[src/rtl/muldiv_unit.sv]
// Iterative HI/LO multiply/divide unit: radix-2 shift-add multiply and restoring divide,
// WIDTH iterations plus one sign-fix cycle. MTHI/MTLO write HI/LO directly from idle.
module muldiv_unit #(
    parameter int unsigned WIDTH = 32
) (
    input  logic             clk,
    input  logic             rst_n,
    input  logic             start,
    input  logic [2:0]       md_op,
    input  logic [WIDTH-1:0] a,
    input  logic [WIDTH-1:0] b,
    input  logic             flush,
    output logic             busy,
    output logic             done,
    output logic [WIDTH-1:0] hi,
    output logic [WIDTH-1:0] lo
);

    localparam int unsigned CW = $clog2(WIDTH + 1);

    localparam logic [2:0] OpMult  = 3'd1;
    localparam logic [2:0] OpMultu = 3'd2;
    localparam logic [2:0] OpDiv   = 3'd3;
    localparam logic [2:0] OpDivu  = 3'd4;
    localparam logic [2:0] OpMthi  = 3'd5;
    localparam logic [2:0] OpMtlo  = 3'd6;

    typedef enum logic [1:0] {StIdle, StCalc, StFix} state_e;

    state_e             state_q;
    logic [CW-1:0]      count_q;
    logic               is_div_q;
    logic               neg_lo_q;   // negate product / quotient at fix
    logic               neg_hi_q;   // negate remainder at fix
    logic               dz_q;
    logic [2*WIDTH-1:0] acc_q;      // mul: {partial, multiplier}; div: {remainder, quotient}
    logic [WIDTH-1:0]   opnd_q;     // multiplicand or divisor magnitude

    logic               sgn_op, a_neg, b_neg, op_div;
    logic [WIDTH-1:0]   abs_a, abs_b;
    logic [WIDTH:0]     mul_sum, div_shift, div_diff;
    logic [2*WIDTH-1:0] mul_next, div_next, prod_fix;
    logic [WIDTH-1:0]   q_raw, r_raw, fix_hi, fix_lo;

    always_comb begin
        sgn_op = (md_op == OpMult) || (md_op == OpDiv);
        op_div = (md_op == OpDiv) || (md_op == OpDivu);
        a_neg  = sgn_op & a[WIDTH-1];
        b_neg  = sgn_op & b[WIDTH-1];
        abs_a  = a_neg ? -a : a;
        abs_b  = b_neg ? -b : b;
    end

    always_comb begin
        mul_sum   = {1'b0, acc_q[2*WIDTH-1:WIDTH]} + (acc_q[0] ? {1'b0, opnd_q} : '0);
        mul_next  = {mul_sum, acc_q[WIDTH-1:1]};
        div_shift = acc_q[2*WIDTH-1:WIDTH-1];
        div_diff  = div_shift - {1'b0, opnd_q};
        // A set top bit means the trial subtraction went negative: restore.
        div_next  = div_diff[WIDTH] ? {div_shift[WIDTH-1:0], acc_q[WIDTH-2:0], 1'b0}
                                    : {div_diff[WIDTH-1:0], acc_q[WIDTH-2:0], 1'b1};
    end

    always_comb begin
        prod_fix = neg_lo_q ? -acc_q : acc_q;
        q_raw    = acc_q[WIDTH-1:0];
        r_raw    = acc_q[2*WIDTH-1:WIDTH];
        if (is_div_q) begin
            // Divide by zero leaves remainder = |a|, so the dividend-sign fix restores raw a.
            fix_lo = dz_q ? '1 : (neg_lo_q ? -q_raw : q_raw);
            fix_hi = neg_hi_q ? -r_raw : r_raw;
        end else begin
            fix_lo = prod_fix[WIDTH-1:0];
            fix_hi = prod_fix[2*WIDTH-1:WIDTH];
        end
    end

    always_ff @(posedge clk or negedge rst_n) begin
        if (!rst_n) begin
            state_q  <= StIdle;
            count_q  <= '0;
            is_div_q <= 1'b0;
            neg_lo_q <= 1'b0;
            neg_hi_q <= 1'b0;
            dz_q     <= 1'b0;
            acc_q    <= '0;
            opnd_q   <= '0;
            busy     <= 1'b0;
            done     <= 1'b0;
            hi       <= '0;
            lo       <= '0;
        end else begin
            done <= 1'b0;
            unique case (state_q)
                StIdle: begin
                    if (start && !flush) begin
                        unique case (md_op)
                            OpMult, OpMultu, OpDiv, OpDivu: begin
                                state_q  <= StCalc;
                                busy     <= 1'b1;
                                count_q  <= '0;
                                is_div_q <= op_div;
                                neg_lo_q <= a_neg ^ b_neg;
                                neg_hi_q <= a_neg;
                                dz_q     <= (b == '0);
                                acc_q    <= {{WIDTH{1'b0}}, (op_div ? abs_a : abs_b)};
                                opnd_q   <= op_div ? abs_b : abs_a;
                            end
                            OpMthi:  hi <= a;
                            OpMtlo:  lo <= a;
                            default: ;
                        endcase
                    end
                end
                StCalc: begin
                    if (flush) begin
                        state_q <= StIdle;
                        busy    <= 1'b0;
                    end else begin
                        acc_q   <= is_div_q ? div_next : mul_next;
                        count_q <= count_q + 1'b1;
                        if (count_q == CW'(WIDTH - 1)) state_q <= StFix;
                    end
                end
                StFix: begin
                    state_q <= StIdle;
                    busy    <= 1'b0;
                    if (!flush) begin
                        hi   <= fix_hi;
                        lo   <= fix_lo;
                        done <= 1'b1;
                    end
                end
                default: begin
                    state_q <= StIdle;
                    busy    <= 1'b0;
                end
            endcase
        end
    end

endmodule
[config.mk]
export PLATFORM = sky130hd
export DESIGN_NAME = muldiv_unit
export DESIGN_NICKNAME = d
export VERILOG_FILES = /design/src/rtl/muldiv_unit.sv
export SDC_FILE = /design/constraint.sdc
export NUM_CORES = 1
export LEC_CHECK = 0
export BUFFER_PORTS_ARGS = -buffer_cell sky130_fd_sc_hd__buf_4
export CAP_MARGIN = 10
export CORE_MARGIN = 8
export CORE_UTILIZATION = 50
export CTS_CLUSTER_DIAMETER = 200
export DETAILED_ROUTE_END_ITERATION = 6
export GPL_TIMING_DRIVEN = 0
export PLACE_DENSITY = 0.77
export SLEW_MARGIN = 10
export SYNTH_ARGS = -nofsm -noshare
export SYNTH_HDL_FRONTEND = slang
export SYNTH_SLANG_ARGS = --single-unit
export TNS_END_PERCENT = 100
[constraint.sdc]
create_clock -name clk -period 3.3 [get_ports clk]
set_input_delay 0.66 -clock clk [delete_from_list [all_inputs] [get_ports clk]]
set_output_delay 0.66 -clock clk [all_outputs]
set_load 0.02 [all_outputs]
# Word-level counts from Yosys, hierarchy flattened
# Cells that the tools add are included.
dict set report totals {
  in_bits 71
  out_inout_bits 66
  reg_bits 174
  elab_cells 95
}
dict set report classes {
  bitwise_logic 3
  reduce_logical 15
  n_eq_ne 17
  addsub 8
  n_mux 40
}
# op count
set op_table {}
lappend op_table {{$mux 32} 16}
lappend op_table {{$mux 64} 6}
lappend op_table {{$neg 32->32} 4}
lappend op_table {{$pmux 32 s2} 2}
lappend op_table {{$pmux 64 s2} 1}
lappend op_table {{$neg 64->64} 1}
lappend op_table {{$add 32x32->33} 1}
lappend op_table {{$sub 33x32->33} 1}
lappend op_table {{$logic_not 32->1} 1}
lappend op_table {{$mux 6} 3}
lappend op_table {{$pmux 6 s2} 1}
lappend op_table {{$reduce_and 4->1} 3}
lappend op_table {{$eq 3x3->1 const B} 3}
lappend op_table {{$reduce_and 3->1} 3}
lappend op_table {{$mux 2} 4}
lappend op_table {{$ne 2x2->1 const B} 4}
lappend op_table {{$add 6x1->6 const B} 1}
lappend op_table {{$eq 3x2->1 const B} 2}
lappend op_table {{$eq 6x5->1 const B} 1}
lappend op_table {{$ne 2x1->1 const B} 3}
lappend op_table {{$mux 1} 5}
lappend op_table {{$pmux 2 s2} 1}
lappend op_table {{$reduce_bool 2->1} 2}
lappend op_table {{$reduce_or 4->1} 1}
lappend op_table {{other kinds (11)} 13}

# Depth between registers and ports, before layout
dict set report depth {
  ltp_word 8
  mapped_depth 14
  ltp_nobuf 13
}

# Worst setup path after synthesis
# OpenSTA, ideal clock, no wires.
dict set report synth_path {
  kind {flip-flop to flip-flop}
  startpoint {register acc_q[0]}
  endpoint {register acc_q[59]}
  path_stages_with_launch 15
  t_arrival_ps 3228
  setup_time_ps 133
  t_required_ps 3167
  period_less_slack_ps 3361
  path_slack_ps -61
  path_buffers 2
  path_cell_list {dfrtp_1 inv_1 clkbuf_1 nor2_1 ha_1 clkbuf_1 nand4_1 nor3_1 a221oi_1 o21ai_0 a21oi_1 o311a_1 or3b_2 a32oi_1 o21ai_0}
}
dict set report synth_via {
  elab_chain_cells 5
}
# element line_no
set synth_rtl {}
lappend synth_rtl {{from (decl)} 36} ;# logic [2*WIDTH-1:0] acc_q;
lappend synth_rtl {{from (signal assigned)} 106} ;# acc_q <= {{WIDTH{1'b0}}, (op_div ? abs_a : abs_b)};
lappend synth_rtl {{from (signal assigned)} 120} ;# acc_q <= is_div_q ? div_next : mul_next;
lappend synth_rtl {{$mux 32} 55} ;# mul_sum = {1'b0, acc_q[2*WIDTH-1:WIDTH]} + (acc_q[0] ? {1'b0, opnd_q} : '0);
lappend synth_rtl {{$add 32x32->33} 55}
lappend synth_rtl {{$mux 64} 120}
lappend synth_rtl {{$mux 64} 116} ;# if (flush) begin
lappend synth_rtl {{$pmux 64 s2} 94} ;# unique case (state_q)
# Every way passes these cells. The select of a mux whose other input is x is not followed.
# A chain may end at the register's enable or synchronous reset.

# Final worst setup path
dict set report layout_path {
  startpoint {register acc_q[0]}
  endpoint {register hi[10]}
}
dict set report layout_via {
  elab_chain_cells 5
}
# element line_no
set layout_rtl {}
lappend layout_rtl {{$neg 64->64} 65} ;# prod_fix = neg_lo_q ? -acc_q : acc_q;
lappend layout_rtl {{$mux 64} 65}
lappend layout_rtl {{$mux 32} 68} ;# if (is_div_q) begin
lappend layout_rtl {{$mux 32} 128} ;# if (!flush) begin
lappend layout_rtl {{$pmux 32 s2} 94}
lappend layout_rtl {{to (signal assigned)} 129} ;# hi <= fix_hi;
lappend layout_rtl {{to (decl)} 15} ;# output logic [WIDTH-1:0] hi,
# Every way passes these cells. The select of a mux whose other input is x is not followed.

==> impl_metrics.ini <==
[clock_tree]
cts_made_buffers = 17
cts_sinks = 174
path_clk_slew_ps = 70
cts_htree_levels = 4
cts_buffer_depth = 2
tritoncts = yes
root_buffer = clkbuf_16
clock_latency_ps = 460

[placed_design]
portBuffers = 131
place_inst = 2474
place_congestion = 1.01
placed_area_um2 = 16600
hpwlAfterDp_um = 48000

[yosys]
async_flop_share_pct = 100
synth.area.top_cells = dfrtp_1, o21ai_0, ha_1
synth-edff-count = 0
yosysTopAreaCell = dfrtp_1
seq_area_frac_synth_pct = 28.9
synth.distinct_cells = 66
syn_area_per_cell_um2 = 7.71
netlist_area_um2 = 15100
synth_top_flop_cell = dfrtp_1
synth_cells = 1952
syn_nets = 2094
yosysWarnings = 0
yosysTopAreaCellShare_pct = 28.9
ys_ff_latch = 174

[cells_and_area]
design_area_um2 = 18200
diodes = 0
drive_gt1_share_pct = 16.0
num-nets-final = 2275
area_growth_pct = 21.1
final_util_pct = 61.5
finalNonFillerCells = 2536

[worst_setup_path]
critPathKind = reg -> reg
critPathLaunchType = register
r2r_cells = 13
cp_max_fo = 10
r2r-end = hi[10]
critPathLaunch = acc_q[0]
endpoint_kind = register
r2r-start = acc_q[0]
r2r_setup_slack_ps = -70
critPathRequiredTime_ps = 3640
crit_arrival_ps = 3720

[job]
maxCapViolCount = 0

[floorplan]
fp.coreArea_um2 = 29600
dieArea_um2 = 35900
fp.dieH_um = 190
start_util_pct = 50.8
io_pins = 137
rows = 63
die_w_um = 190

[sta]
relSlewSlack_pct = 24.2
setup_viol = 7
setup_ws_ps = -74.8
post-route-period-util_pct = 102
skew_ps = 22.2
fin_setup_tns_ps = -277
rsz0062_at_grt = yes
fmax_ghz = 0.296
worstMarginPinSlew_ps = 1140
fin_crit_ps = 3370
final-hold-violation-count = 0
drv_slew = 0

[route]
avgRoutedWirePerCell_um = 24.7
drc = 0
drtIter0Drc = 2151
vias = 16800
vias_per_cell = 6.61
wl_um = 62700
firstDrtPassIters = 6
detail-route-antenna-nets = 0

[grt]
grt_max_degree = 110
grt_pass1_wl_um = 93100
gr-total-overflow = 0
antenna_found_initial = 0
gr-usage-all-layers_pct = 33.4
grt_pass1_vias = 15600

[power_and_ir_drop]
peakVddDrop_mv = 0.615
p_leak_nw = 7.76
p_per_area_nw_per_um2 = 870
finalPower_mw = 15.9

[status]
status = finished, violations left
violations = setup timing

[hold_path]
hp-class = in -> async
[repair_timing]
| action | in CTS | in global routing |
|---|---|---|
| endpoints found under the hold margin | 0 | 0 |
| buffers inserted | 18 | 17 |
| setup endpoints to repair | 65 | 66 |
| gates resized for setup | 89 | 100 |
| gates cloned | 0 | 1 |
| hold buffers | 0 | 0 |
| pin swaps | 25 | 33 |
[flip-flops by register name, indices dropped and copies added, names as in the netlist]
| register | cells |
|---|---|
| done | 1 |
| hi | 32 |
| neg_lo_q | 1 |
| opnd_q | 32 |
| count_q | 6 |
| state_q | 2 |
| acc_q | 64 |
| busy | 1 |
| dz_q | 1 |
| is_div_q | 1 |
| neg_hi_q | 1 |
| lo | 32 |
[layer usage]
layer | GRT usage, % | share of wire (%)
met5 | 0 | 0
met1 | 47.3 | 42
met2 | 49.4 | 43
met4 | 14.1 | 4.4
met3 | 5.82 | 11
[worst max-delay path, cell delays in order, from the launching register on]
cell	delay [ps]
dfrtp_2	450
clkinv_4	110
clkbuf_8	210
ha_2	220
nor3b_4	200
nand4_1	220
or2_4	330
or4_4	520
buf_4	180
a2111oi_4	240
nor2_1	110
xor2_1	140
nor2_1	70
o31ai_1	260
[stage by stage]
stage / worst slack, ps / hold slack, ps
3_5_place_dp: -1300 / 475
5_1_grt: -144 / 200
4_1_cts: -17.2 / 189
6_report: -74.8 / 161
2_1_floorplan: 37.8 / 364
3_3_place_gp: -1300 / 461
[area by class of cell]
| cell class | count | area, um^2 |
|---|---|---|
| plain buffers | 120 | 523 |
| multi-input cells | 1584 | 10700 |
| inverters | 68 | 260 |
| clock inverters | 12 | 159 |
| fillers | 2717 | 11400 |
| well taps | 390 | 488 |
| repair buffers | 168 | 1320 |
| clock buffers | 20 | 437 |
| flip-flops and latches | 174 | 4370 |
[layout by cell type, fill, tap and decap left out, types with 30 or more instances in the layout]
cell type / instances
nand2_1: 227
o21ai_0: 185
nor2_1: 173
buf_4: 163
dfrtp_1: 161
a21oi_1: 137
clkbuf_1: 104
xnor2_1: 89
xor2_1: 75
mux2i_1: 72
inv_1: 65
ha_1: 53
nor3_1: 52
a21o_1: 33
nand3_1: 30
[kinds of logic (layout without fill, tap and decap cells)]
| kind of cell | Yosys count | count (layout) | synth area share [%] |
|---|---|---|---|
| AOI/OAI and AO/OA | 621 | 621 | 25.3 |
| xor gates and xnor gates | 166 | 166 | 9.65 |
| adders and majority gates | 71 | 71 | 6.00 |
| buffers and inverters | 194 | 388 | 4.91 |
| DFF | 174 | 174 | 28.9 |
| muxes | 87 | 87 | 5.87 |
| and+or+nand+nor | 639 | 639 | 19.4 |
[how the worst max path moves through the flow]
stage	cells after the start	to
2_1_floorplan	13	acc_q[39]
3_3_place_gp	14	acc_q[62]
3_5_place_dp	14	acc_q[50]
4_1_cts	10	hi[25]
5_1_grt	13	acc_q[59]
6_report	13	hi[10]
[synth_stat cells (all sizes together) (4+ instances only)]
cell     instances
nand2          230
o21ai          208
nor2           182
dfrtp          174
a21oi          149
clkbuf         110
xnor2           91
mux2i           77
xor2            75
ha              69
inv             68
nor3            57
o31ai           34
a21o            33
nand3           31
a31oi           28
o22ai           27
o211ai          25
nand4           22
a211oi          18
or4             18
or3             17
buf             16
nor4            16
o41ai           15
nand2b          14
and3            12
nor2b           12
a22oi           11
and2            10
mux2            10
o21a            10
o21bai           9
o221ai           7
or2              7
nor3b            6
a2111oi          4
a221oi           4
o311a            4
o31a             4
[report_power, final]
| group | total, mW | internal, mW | switching, mW |
|---|---|---|---|
| registers | 3.70 | 2.78 | 0.919 |
| logic | 9.98 | 4.07 | 5.91 |
| clock network | 2.19 | 1.20 | 0.989 |
Power figures use the tool's default switching activity.
